**config.mk**
```make
export PLATFORM = sky130hd
export DESIGN_NAME = keypad_entry_buffer_flat
export DESIGN_NICKNAME = d
export VERILOG_FILES = /design/src/rtl/keypad_entry_buffer_if.sv /design/src/rtl/keypad_entry_buffer.sv /design/src/flat_wrapper.sv
export SDC_FILE = /design/constraint.sdc
export NUM_CORES = 1
export LEC_CHECK = 0
export CORE_MARGIN = 5
export CORE_UTILIZATION = 35
export DETAILED_ROUTE_END_ITERATION = 6
export PLACE_DENSITY = 0.6
export SLEW_MARGIN = 5
export SYNTH_ARGS = -nofsm -noshare
export SYNTH_HDL_FRONTEND = slang
export SYNTH_SLANG_ARGS = --single-unit
```
**constraint.sdc**
```tcl
create_clock -name clk -period 5 [get_ports clk]
set_input_delay 1 -clock clk [delete_from_list [all_inputs] [get_ports clk]]
set_output_delay 1 -clock clk [all_outputs]
set_load 0.01 [all_outputs]
```
**src/rtl/keypad_entry_buffer_if.sv**
```systemverilog
// Handshake bundle between the keypad input stage, the entry buffer and the code consumer.
// The master side drives key edges and the acknowledge; the slave side owns the code outputs.
interface keypad_entry_buffer_if #(
  parameter int MAX_DIGITS = 4,
  parameter int CNT_W      = 3
);
  logic [15:0]             key_edge;
  logic                    code_ack;
  logic [4*MAX_DIGITS-1:0] digits;
  logic [CNT_W-1:0]        digit_count;
  logic                    entry_active;
  logic                    code_valid;
  logic                    overflow;
  logic                    multi_key;
  logic                    timeout;

  modport master (
    output key_edge, code_ack,
    input  digits, digit_count, entry_active, code_valid, overflow, multi_key, timeout
  );

  modport slave (
    input  key_edge, code_ack,
    output digits, digit_count, entry_active, code_valid, overflow, multi_key, timeout
  );
endinterface

```
**src/rtl/keypad_entry_buffer.sv**
```systemverilog
// Assembles keypad digit presses into a BCD code with backspace, clear, enter and an
// inactivity timeout, then holds the code until the consumer acknowledges it.
module keypad_entry_buffer #(
  parameter int MAX_DIGITS     = 4,
  parameter int CNT_W          = 3,
  parameter int TIMEOUT_CYCLES = 500_000_000
) (
  input  logic                  clk,
  input  logic                  rst,
  keypad_entry_buffer_if.slave  kb
);

  localparam int DW    = 4 * MAX_DIGITS;
  localparam int TMO_W = (TIMEOUT_CYCLES > 1) ? $clog2(TIMEOUT_CYCLES) : 1;
  localparam logic [CNT_W-1:0] FULL_CNT  = CNT_W'(MAX_DIGITS);
  localparam logic [TMO_W-1:0] TMO_LIMIT = TMO_W'(TIMEOUT_CYCLES - 1);

  typedef enum logic [1:0] {
    IDLE,
    ENTRY,
    DONE
  } state_t;

  state_t           state;
  logic [TMO_W-1:0] tmo_cnt;

  logic       key_any;
  logic       key_valid;
  logic       key_multi;
  logic       key_digit;
  logic [3:0] key_idx;

  // One-hot test: exactly one bit set means x & (x-1) clears it to zero.
  always_comb begin
    key_any   = |kb.key_edge;
    key_valid = key_any && ((kb.key_edge & (kb.key_edge - 16'd1)) == 16'd0);
    key_multi = key_any && !key_valid;
    key_idx   = 4'd0;
    for (int unsigned i = 0; i < 16; i++) begin
      if (kb.key_edge[i]) key_idx = i[3:0];
    end
    key_digit = key_valid && (key_idx <= 4'd9);
  end

  always_ff @(posedge clk or negedge rst) begin
    if (!rst) begin
      state           <= IDLE;
      tmo_cnt         <= '0;
      kb.digits       <= '0;
      kb.digit_count  <= '0;
      kb.entry_active <= 1'b0;
      kb.code_valid   <= 1'b0;
      kb.overflow     <= 1'b0;
      kb.multi_key    <= 1'b0;
      kb.timeout      <= 1'b0;
    end else begin
      kb.overflow  <= 1'b0;
      kb.multi_key <= 1'b0;
      kb.timeout   <= 1'b0;

      unique case (state)
        IDLE: begin
          tmo_cnt <= '0;
          if (key_multi) begin
            kb.multi_key <= 1'b1;
          end else if (key_digit) begin
            state           <= ENTRY;
            kb.entry_active <= 1'b1;
            kb.digits       <= DW'(key_idx);
            kb.digit_count  <= CNT_W'(1);
          end
        end

        ENTRY: begin
          if (key_valid) begin
            tmo_cnt <= '0;
            if (key_digit) begin
              if (kb.digit_count == FULL_CNT) begin
                kb.overflow <= 1'b1;
              end else begin
                kb.digits      <= (kb.digits << 4) | DW'(key_idx);
                kb.digit_count <= kb.digit_count + CNT_W'(1);
              end
            end else if (key_idx == 4'd10) begin
              state           <= DONE;
              kb.entry_active <= 1'b0;
              kb.code_valid   <= 1'b1;
            end else if (key_idx == 4'd11) begin
              kb.digits      <= kb.digits >> 4;
              kb.digit_count <= kb.digit_count - CNT_W'(1);
              if (kb.digit_count == CNT_W'(1)) begin
                state           <= IDLE;
                kb.entry_active <= 1'b0;
              end
            end else if (key_idx == 4'd12) begin
              state           <= IDLE;
              kb.entry_active <= 1'b0;
              kb.digits       <= '0;
              kb.digit_count  <= '0;
            end
          end else begin
            // A multi-key cycle is not a valid key, so it neither clears nor blocks the timer.
            kb.multi_key <= key_multi;
            if (tmo_cnt == TMO_LIMIT) begin
              state           <= IDLE;
              tmo_cnt         <= '0;
              kb.entry_active <= 1'b0;
              kb.digits       <= '0;
              kb.digit_count  <= '0;
              kb.timeout      <= 1'b1;
            end else begin
              tmo_cnt <= tmo_cnt + TMO_W'(1);
            end
          end
        end

        DONE: begin
          tmo_cnt <= '0;
          if (kb.code_ack || (key_valid && key_idx == 4'd12)) begin
            state          <= IDLE;
            kb.code_valid  <= 1'b0;
            kb.digits      <= '0;
            kb.digit_count <= '0;
          end
        end

        default: begin
          state           <= IDLE;
          tmo_cnt         <= '0;
          kb.entry_active <= 1'b0;
          kb.code_valid   <= 1'b0;
          kb.digits       <= '0;
          kb.digit_count  <= '0;
        end
      endcase
    end
  end

endmodule

```
**src/flat_wrapper.sv**
```systemverilog
// flat-port wrapper written by rule: the top's interface ports become plain ports
module keypad_entry_buffer_flat 
#(
  parameter int MAX_DIGITS     = 4,
  parameter int CNT_W          = 3,
  parameter int TIMEOUT_CYCLES = 500_000_000
)
  (clk, rst, kb_key_edge, kb_code_ack, kb_digits, kb_digit_count, kb_entry_active, kb_code_valid, kb_overflow, kb_multi_key, kb_timeout);
  keypad_entry_buffer_if #(.MAX_DIGITS(MAX_DIGITS), .CNT_W(CNT_W)) kb_i ();
  input  logic clk;
  input  logic rst;
  input wire logic [$bits(kb_i.key_edge)-1:0] kb_key_edge;
  input wire logic [$bits(kb_i.code_ack)-1:0] kb_code_ack;
  output wire logic [$bits(kb_i.digits)-1:0] kb_digits;
  output wire logic [$bits(kb_i.digit_count)-1:0] kb_digit_count;
  output wire logic [$bits(kb_i.entry_active)-1:0] kb_entry_active;
  output wire logic [$bits(kb_i.code_valid)-1:0] kb_code_valid;
  output wire logic [$bits(kb_i.overflow)-1:0] kb_overflow;
  output wire logic [$bits(kb_i.multi_key)-1:0] kb_multi_key;
  output wire logic [$bits(kb_i.timeout)-1:0] kb_timeout;
  assign kb_i.key_edge = kb_key_edge;
  assign kb_i.code_ack = kb_code_ack;
  assign kb_digits = kb_i.digits;
  assign kb_digit_count = kb_i.digit_count;
  assign kb_entry_active = kb_i.entry_active;
  assign kb_code_valid = kb_i.code_valid;
  assign kb_overflow = kb_i.overflow;
  assign kb_multi_key = kb_i.multi_key;
  assign kb_timeout = kb_i.timeout;
  keypad_entry_buffer #(.MAX_DIGITS(MAX_DIGITS), .CNT_W(CNT_W), .TIMEOUT_CYCLES(TIMEOUT_CYCLES)) u_core (.clk(clk), .rst(rst), .kb(kb_i));
endmodule
```
==> results of run 1 <==
==> logic make-up (layout without fill, tap and decap cells) <==
| logic type | count (synthesis) | after routing | share of synthesized area |
|---|---|---|---|
| flip-flops | 55 | 55 | 0.4187 |
| AND/OR/NAND/NOR | 164 | 164 | 0.2539 |
| XOR/XNOR | 27 | 27 | 0.07194 |
| buffers and inverters | 25 | 65 | 0.03693 |
| multiplexers | 12 | 12 | 0.04111 |
| adder cells (fa/ha/maj) | 7 | 7 | 0.02512 |
| AO/OA/AOI/OAI | 70 | 70 | 0.1523 |
==> area by class of cell <==
type / count / area [sq um] / area share
clock buffers: 5 / 68.82 / 0.01768
clock inverters: 3 / 20.02 / 0.005145
inverters: 8 / 30.03 / 0.007717
multi-input cells: 280 / 1789 / 0.4598
flip-flops and latches: 55 / 1376 / 0.3537
well taps: 111 / 138.9 / 0.03569
repair buffers: 49 / 467.9 / 0.1203
==> metal layers <==
metal,wire length (microns),GRT usage,vias to the layer above
met5,0,0,-
met4,110,0.03653,0
met3,246,0.02468,8
met2,4049,0.2500,50
met1,3853,0.1977,1412
li1,-,-,1380
==> registers in the layout (all words and copies together), names as in the netlist <==
name                    count
u_core.kb.digit_count       3
u_core.kb.timeout           1
u_core.kb.digits           16
u_core.kb.code_valid        1
u_core.kb.overflow          1
u_core.state                2
u_core.kb.multi_key         1
u_core.tmo_cnt             29
u_core.kb.entry_active      1
==> report_power, final <==
group	leakage, nW	internal, mW	switching (mW)
Sequential	0.741	0.476	0.0335
Clock	0.0402	0.0979	0.152
Combinational	0.792	0.0534	0.0584
Total	1.57	0.627	0.244
==> final timing paths <==
path,depth (start not counted),endpoint,slack (ps)
max in group asynchronous,2,u_core.tmo_cnt[27],3700
min,1,u_core.tmo_cnt[0],470
max reg2reg,8,u_core.kb.digits[1],1790
min in group asynchronous,2,u_core.kb.overflow,800
min reg2reg,1,u_core.tmo_cnt[0],470
max,9,u_core.kb.digits[1],790
==> cell usage in the layout, fill, tap and decap left out, types with 6 or more instances in the layout <==
master           instances
o31ai_1                 12
mux2_2                  12
nor3_1                  11
o21ai_0                 13
xnor2_1                 10
clkdlybuf4s50_1         41
inv_1                    8
nand2_1                 27
dfrtp_1                 55
nand3_1                 21
buf_4                    7
a21oi_1                 12
xor2_1                  17
nand4_1                  6
nor2_1                  56
==> results.py, run 1 <==
metrics = {
    "status": {
        "status": "finished clean",
    },
    "yosys": {
        "seq_area_frac_synth": 0.4187,
        "ys_types": 55,
        "avgSynthCellArea_sq_um": 9.130,
        "synth_area_sq_um": 3287,
        "synthArstFlopShare": 1.000,
        "synth_top_area_share": 0.4187,
        "yosysMostFrequentCell": "nor2_1",
        "synth-main-ff-cell": "dfrtp_1",
        "yosysTopAreaCell": "dfrtp_1",
        "yosys-top-cells-area": "dfrtp_1 (42%), nor2_1 (6.4%), xor2_1 (4.5%), mux2_2 (4.1%), nand3_1 (3.2%)",
        "synth_seq_cells": 55,
        "synth_common_cells": "nor2_1 (56), dfrtp_1 (55), nand2_1 (27)",
        "synthCells": 360,
        "synth_fp_nets": 384,
        "yosysWarningCount": 0,
        "synth_edf_count": 0,
    },
    "layout": {
        "area.growth.synth_to_final_pct": 18.39,
        "nNetsFinal": 423,
        "fillCellCount": 916,
        "utilization": 0.4231,
        "layout-drive-gt1-share": 0.1025,
        "stdcell_area_sq_um": 3891,
        "antenna_cells": 0,
        "finalNonFillerCells": 511,
    },
    "pwr": {
        "ir_worst_vdd_mv": 0.1243,
        "total_power_mw": 0.8713,
        "power_density_nw_per_um2": 223.9,
        "power.leakage_nw": 1.572,
    },
    "global_routing": {
        "antenna_found_initial": 0,
        "grt_use_total": 0.1480,
        "grt_max_degree": 56,
        "grt_pass1_wl_microns": 13970,
        "gr-total-overflow": 0,
        "grt_pass1_vias": 2820,
    },
    "sta": {
        "hold_violations": 0,
        "finalSetupViolCount": 0,
        "max_freq_mhz": 237.5,
        "setup_tns_ps": 0,
        "worst_slack_ps": 790.2,
        "finalMaxSlewViolations": 0,
        "period_share": 0.8420,
        "maxSlewHeadroom": 0.2818,
        "tightestPinTransition_ps": 1071,
        "grt_setup_unrepaired": "no",
        "fin_skew_ps": 11.73,
        "whs_ps": 467.1,
        "fin_crit_ps": 4210,
    },
    "floorplan": {
        "ios": 43,
        "die_y_microns": 106.9,
        "die_width_microns": 106.9,
        "dieArea_sq_um": 11430,
        "start_util": 0.3574,
        "core-area_sq_um": 9196,
        "fp-row-count": 35,
    },
    "job": {
        "max_cap_viol_count": 0,
    },
    "hold_path": {
        "hold_class": "reg2reg",
        "min_from": "u_core.tmo_cnt[0]",
    },
    "setup_path": {
        "worst-path-buf-inv": 2,
        "path_cells": "clkdlybuf4s50_1 > nor4_2 > nand3_1 > o31a_1 > nor4_2 > buf_4 > a21boi_2 > nor3_2 > mux2_2",
        "crit_family": "simple AND/OR/NAND/NOR gates",
        "crit_top_cell": "nor4_2",
        "cp_slowest_cell": "nor3_2",
        "r2r_start": "u_core.tmo_cnt[0]",
        "critPathArrivalTime_ps": 4420,
        "end_kind": "flip-flop",
        "cpPeakStageDelay_ps": 870,
        "worstPathRequired_ps": 5210,
        "cp_max_fo": 13,
        "worstSetupStartpointType": "input pin",
        "critPathKind": "in2reg",
        "critPathLaunch": "kb_key_edge[10]",
    },
    "placement": {
        "placed_cell_area_sq_um": 3802,
        "dpl.cell_count": 503,
        "portBuffers": 42,
        "dpl.hpwl_microns": 5934,
        "gp_congestion": 0.8801,
        "place_ws_ps": 460.4,
    },
    "route": {
        "drt_iter0_markers": 129,
        "detail_route.vias_per_cell": 5.577,
        "firstDrtPassIters": 4,
        "final_antenna_net_count": 0,
        "drc_errors": 0,
        "finalWirelength_microns": 8260,
        "routedWlPerCell_microns": 16.16,
        "vias": 2850,
    },
    "clocking": {
        "clockBufferDepth": 2,
        "clk_pin_slew_ps": 100,
        "cts_resized": 0,
        "postCtsHoldBufs": 0,
        "htreeDepth": 2,
        "clk_latency_ps": 310,
        "postCtsSetupBuffers": 0,
        "cts-buffers-inserted": 5,
        "clock-sinks": 55,
        "clock-root-buffer": "clkbuf_8",
        "cts_tree": "done",
    },
}
(Power assumes the default switching activity.)
==> run 2, diff against run 1 <==
==> constraint.sdc (replaced) <==
create_clock -name clk -period 4.1 [get_ports clk]
set_input_delay 0.82 -clock clk [delete_from_list [all_inputs] [get_ports clk]]
set_output_delay 0.82 -clock clk [all_outputs]
set_load 0.01 [all_outputs]
==> run 2 against run 1 <==
Design area is 3.3% higher. Core utilization rose by 1.4 points. Critical path depth rose by 1. Clock skew down 2.6 ps. Cell count up 2.2%. Sequential cell count unchanged. Sequential share of layout area is 1.1 points lower. Register-to-register slack got worse by 510 ps. Count of clock-buffer cells in the layout did not move. Die area did not move. Routed wire length fell by 0.33%. Critical endpoint is now u_core.kb.digits[4]. First-iteration DRC count shrank 12%.
==> results.py, run 2 (synthesis gave the netlist of run 1 again) <==
metrics = {
    "status": {
        "status": "finished clean",
    },
    "global_routing": {
        "grt_pass1_vias": 2839,
        "grt_pass1_wl_microns": 13920,
        "use_met3": 0.02468,
        "top_usage_layer": "met2",
        "use_met2": 0.2590,
        "use_met1": 0.1899,
        "gr-total-overflow": 0,
        "antenna_found_initial": 0,
        "grt_use_total": 0.1478,
        "grt_max_degree": 38,
    },
    "setup_path": {
        "critPathArrivalTime_ps": 3880,
        "worstPathRequired_ps": 4360,
        "crit_family": "simple AND/OR/NAND/NOR gates",
        "cp_slowest_cell": "or4_4",
        "end_kind": "flip-flop",
        "critPathKind": "in2reg",
        "worst-path-buf-inv": 3,
        "worstSetupStartpointType": "input pin",
        "cp_max_fo": 9,
        "path_cells": "clkdlybuf4s50_1 > or4_4 > a21oi_1 > a21oi_1 > or4_1 > buf_4 > nor4_1 > buf_4 > a32o_1 > mux2_2",
        "cpPeakStageDelay_ps": 590,
    },
    "sta": {
        "tightestPinTransition_ps": 878.4,
        "maxSlewHeadroom": 0.4090,
        "finalSetupViolCount": 0,
        "fin_crit_ps": 3619,
        "hold_violations": 0,
        "max_freq_mhz": 276.3,
        "finalMaxSlewViolations": 0,
        "setup_tns_ps": 0,
        "fin_skew_ps": 9.119,
        "period_share": 0.8826,
        "whs_ps": 479.0,
        "grt_setup_unrepaired": "no",
    },
    "layout": {
        "reg_top3": "u_core.tmo_cnt x29, u_core.kb.digits x16, u_core.kb.digit_count x3",
        "layout-drive-gt1-share": 0.1265,
        "layout.cells.most_common_list": "nor2_1 (56), dfrtp_1 (55), clkdlybuf4s50_1 (41)",
        "largest_reg_flops": 29,
        "register_area_sq_um": 1376,
        "nNetsFinal": 434,
        "top_register": "u_core.tmo_cnt",
        "finalNonFillerCells": 522,
        "antenna_cells": 0,
        "area.growth.synth_to_final_pct": 22.34,
        "stdcell_area_sq_um": 4021,
        "multi_input_area_sq_um": 1789,
        "final_common_cell": "nor2_1",
        "fillCellCount": 890,
    },
    "clocking": {
        "clk_latency_ps": 310,
        "postCtsSetupBuffers": 0,
        "clock-root-buffer": "clkbuf_8",
        "postCtsHoldBufs": 0,
        "clockBufferDepth": 2,
        "htreeDepth": 2,
        "cts-buffers-inserted": 5,
        "clk_pin_slew_ps": 100,
        "cts_tree": "done",
        "clock-sinks": 55,
        "cts_resized": 0,
    },
    "floorplan": {
        "dieArea_sq_um": 11430,
        "ios": 43,
        "fp-row-count": 35,
        "core-area_sq_um": 9196,
        "start_util": 0.3574,
        "die_y_microns": 106.9,
        "die_width_microns": 106.9,
    },
    "route": {
        "drc_errors": 0,
        "drt_iter0_markers": 113,
        "firstDrtPassIters": 4,
        "final_antenna_net_count": 0,
        "detail_route.vias_per_cell": 5.540,
        "routedWlPerCell_microns": 15.77,
        "finalWirelength_microns": 8233,
        "vias": 2892,
    },
    "pwr": {
        "ir_worst_vdd_mv": 0.2222,
        "swShare": 0.2507,
        "combPwrFrac": 0.117,
        "pwr-share-seq": 0.522,
        "p_int_mw": 0.8919,
        "switchingPower_mw": 0.2984,
        "power.leakage_nw": 1.650,
        "total_power_mw": 1.190,
        "pwr-share-clk": 0.361,
        "power_density_nw_per_um2": 296.0,
    },
    "placement": {
        "dpl.cell_count": 514,
        "gp_congestion": 0.8980,
        "dpl.hpwl_microns": 6156,
        "portBuffers": 42,
        "placed_cell_area_sq_um": 3885,
    },
    "job": {
        "max_cap_viol_count": 0,
    },
    "hold_path": {
        "hold_class": "reg2reg",
    },
}
[run 2: cell types whose count changed in the layout (fill, tap and decap cells not counted)]
cell	change
bufinv_16	+2
buf_4	+11
clkinv_2	-1
clkinvlp_4	-1
[run 2: cell type report]
cell class                      count  share of cell area
Inverter                            8            0.007467
Clock inverter                      3             0.01680
Tap cell                          111             0.03454
Sequential cell                    55              0.3423
Clock buffer                        5             0.01711
Timing Repair Buffer               60              0.1369
Multi-Input combinational cell    280              0.4449
[run 2: path summary, 6_finish.rpt]
| check | from | end | slack [ps] | depth (start not counted) |
|---|---|---|---|---|
| max | kb_key_edge[3] | u_core.kb.digits[4] | 480 | 10 |
| min | u_core.tmo_cnt[0] | u_core.tmo_cnt[0] | 480 | 1 |
| max reg2reg | u_core.tmo_cnt[0] | u_core.kb.digit_count[2] | 1280 | 9 |
| min reg2reg | u_core.tmo_cnt[0] | u_core.tmo_cnt[0] | 480 | 1 |
| max in group asynchronous | rst | u_core.tmo_cnt[0] | 2740 | 2 |
| min in group asynchronous | rst | u_core.kb.overflow | 580 | 1 |
[run 2: power groups by stage]
stage          Clock (mW)  Combinational [mW]  Sequential (mW)
2_1_floorplan           0              0.0853            0.623
4_1_cts             0.440               0.141            0.621
3_3_place_gp            0               0.139            0.630
3_5_place_dp            0               0.141            0.630
6_report            0.430               0.139            0.622
5_1_grt             0.463               0.155            0.628
[run 2: per-layer routing]
| layer | wire (microns) | vias up | share of wire |
|---|---|---|---|
| met5 | 0 | - | 0 |
| met4 | 74 | 0 | 0.0090 |
| met3 | 355 | 9 | 0.043 |
| met2 | 4191 | 68 | 0.51 |
| met1 | 3611 | 1413 | 0.44 |
| li1 | - | 1402 | - |
[run 2: worst register-to-register path: cells and delay by family, from the launching register on]
| family | cells | cell delay [ps] |
|---|---|---|
| adders and majority gates | 1 | 240 |
| AOI/OAI and AO/OA | 2 | 230 |
| and+or+nand+nor | 5 | 1650 |
| buffers and inverters | 1 | 230 |
| DFF | 1 | 390 |
[run 2: per-stage QoR]
| stage | setup WS, ps | utilization |
|---|---|---|
| 5_1_grt | 389.9 | 0.4373 |
| 3_3_place_gp | 221.3 | 0.4224 |
| 2_1_floorplan | 623.5 | - |
| 4_1_cts | 487.2 | 0.4373 |
| 6_report | 481.3 | 0.4373 |
| 3_5_place_dp | 161.8 | 0.4224 |
==> run 3, diff against run 2 <==
--- a/config.mk
+++ b/config.mk
@@ -5,10 +5,12 @@
 export SDC_FILE = /design/constraint.sdc
 export NUM_CORES = 1
 export LEC_CHECK = 0
-export CORE_MARGIN = 5
+export CELL_PAD_IN_SITES_DETAIL_PLACEMENT = 0
+export CELL_PAD_IN_SITES_GLOBAL_PLACEMENT = 1
+export CORE_MARGIN = 4
 export CORE_UTILIZATION = 35
 export DETAILED_ROUTE_END_ITERATION = 6
-export PLACE_DENSITY = 0.6
+export PLACE_DENSITY = 0.73
 export SLEW_MARGIN = 5
 export SYNTH_ARGS = -nofsm -noshare
 export SYNTH_HDL_FRONTEND = slang
==> run 3 against run 2 <==
Critical path depth stayed put. Design area is 0.81% lower. Sequential power hardly changed. Largest cell class unchanged. Core utilization is 0.35 points lower.
==> results.py, run 3 (synthesis gave the netlist of run 1 again) <==
metrics = {
    "floorplan": {
        "die_width_microns": 104.9,
        "core-area_sq_um": 9196,
        "die_y_microns": 104.9,
        "fp-row-count": 35,
        "start_util": 0.3574,
        "dieArea_sq_um": 11010,
        "ios": 43,
    },
    "layout": {
        "utilization": 0.4337,
        "reg_top3": "u_core.tmo_cnt x29, u_core.kb.digits x16, u_core.kb.digit_count x3",
        "final_common_cell": "nor2_1",
        "layout.cells.most_common_list": "nor2_1 (56), dfrtp_1 (55), clkdlybuf4s50_1 (41)",
        "nNetsFinal": 436,
        "layout-drive-gt1-share": 0.1283,
        "antenna_cells": 0,
        "top_register": "u_core.tmo_cnt",
        "largest_reg_flops": 29,
        "area.growth.synth_to_final_pct": 21.36,
    },
    "clocking": {
        "clock-sinks": 55,
        "cts_resized": 0,
        "clock-root-buffer": "clkbuf_8",
        "clockBufferDepth": 2,
        "htreeDepth": 2,
        "clk_pin_slew_ps": 100,
        "clk_latency_ps": 310,
        "postCtsSetupBuffers": 0,
        "cts_tree": "done",
        "cts-buffers-inserted": 5,
        "postCtsHoldBufs": 0,
    },
    "hold_path": {
        "min_from": "u_core.tmo_cnt[0]",
        "hold_depth": 1,
        "holdPathEnd": "u_core.tmo_cnt[0]",
        "hold_class": "reg2reg",
    },
    "route": {
        "finalWirelength_microns": 8203,
        "routedWlPerCell_microns": 15.65,
        "final_antenna_net_count": 0,
        "drc_errors": 0,
        "drt_iter0_markers": 129,
        "detail_route.vias_per_cell": 5.445,
        "firstDrtPassIters": 4,
        "vias": 2853,
    },
    "pwr": {
        "ir_worst_vdd_mv": 0.1409,
        "power.leakage_nw": 1.637,
        "power_density_nw_per_um2": 266.0,
    },
    "global_routing": {
        "grt_pass1_vias": 2886,
        "antenna_found_initial": 0,
        "gr-total-overflow": 0,
        "grt_max_degree": 34,
        "grt_pass1_wl_microns": 13940,
        "grt_use_total": 0.1512,
    },
    "sta": {
        "fin_skew_ps": 10.80,
        "period_share": 0.8793,
        "finalMaxSlewViolations": 0,
        "hold_violations": 0,
        "setup_tns_ps": 0,
        "tightestPinTransition_ps": 898.8,
        "grt_setup_unrepaired": "no",
        "finalSetupViolCount": 0,
        "maxSlewHeadroom": 0.3953,
        "fin_crit_ps": 3605,
        "max_freq_mhz": 277.4,
    },
    "setup_path": {
        "r2r_slack_ps": 1380,
        "cpPeakStageDelay_ps": 590,
        "cp_slowest_cell": "or4_4",
        "worstSetupStartpointType": "input pin",
        "r2r_end": "u_core.kb.digits[1]",
        "critPathArrivalTime_ps": 3860,
        "critPathKind": "in2reg",
        "path_cells": "clkdlybuf4s50_1 > or4_4 > o31ai_2 > nand4_1 > or4_1 > buf_4 > nor4_1 > buf_4 > a32o_1 > mux2_2",
        "end_kind": "flip-flop",
        "r2r_cells": 9,
        "crit_top_cell": "buf_4",
        "r2r_start": "u_core.tmo_cnt[0]",
        "cp_max_fo": 8,
        "worstPathRequired_ps": 4350,
    },
    "placement": {
        "dpl.hpwl_microns": 6171,
        "portBuffers": 42,
        "gp_congestion": 0.8752,
    },
    "status": {
        "status": "finished clean",
    },
    "job": {
        "max_cap_viol_count": 0,
    },
}
==> run 3: cell types whose count changed in the layout (fill, tap and decap cells not counted), sizes merged <==
cell,before,now
clkbuf,5,6
buf,19,21
inv,8,9
bufinv,2,0
==> run 3: how the worst max path moves through the flow <==
stage                   startpoint                        to  slack [ps]  cells past startpoint
floorplan           kb_key_edge[3]  u_core.kb.digit_count[0]         620                      9
global placement    kb_key_edge[3]       u_core.kb.digits[6]         240                     10
detailed placement  kb_key_edge[3]       u_core.kb.digits[8]         180                     10
CTS                 kb_key_edge[3]       u_core.kb.digits[8]         500                     10
global route        kb_key_edge[3]       u_core.kb.digits[8]         270                     10
finish              kb_key_edge[3]       u_core.kb.digits[8]         490                     10
==> run 3: final cells by class <==
| type | count | area [sq um] |
|---|---|---|
| fill | 907 | 5207 |
| clock inverter | 2 | 16.27 |
| timing repair buffer | 62 | 565.5 |
| tap | 111 | 138.9 |
| multi-input combinational | 280 | 1789 |
| clock buffer | 6 | 72.57 |
| inverter | 8 | 30.03 |
| sequential | 55 | 1376 |
==> run 3: metal layers <==
layer  vias up  share of wire  GRT usage
met5         -              0          0
met4         0         0.0034    0.02249
met3         4          0.025    0.02100
met2        34           0.50     0.2722
met1      1415           0.47     0.1962
li1       1400              -          -
==> run 3: where the power goes <==
part	leakage, nW	internal (mW)	switching, mW
clock network	0.0418	0.123	0.178
registers	0.741	0.580	0.0404
logic	0.855	0.0682	0.0714
total	1.64	0.772	0.289
==> run 3: metrics by stage <==
| step | cell area [sq um] | hold WS (ps) | cells | total power, mW | worst slack, ps |
|---|---|---|---|---|---|
| finish | 3989 | 469.5 | 524 | 1.061 | 494.9 |
| global route | 3989 | 502.1 | 524 | 1.117 | 274.9 |
| CTS | 3989 | 474.1 | 524 | 1.076 | 497.7 |
| detailed placement | 3900 | 455.4 | 516 | 0.7723 | 182.5 |
| global placement | 3900 | 447.1 | 516 | 0.7689 | 242.6 |
| floorplan | 3287 | 432.9 | 360 | 0.7085 | 623.5 |
==> run 3: critical path: cells and delay by family <==
family                 cells  cell delay, ps
AND/OR/NAND/NOR            4            1600
AO/OA/AOI/OAI              2             350
multiplexers               1             140
buffers and inverters      3             950
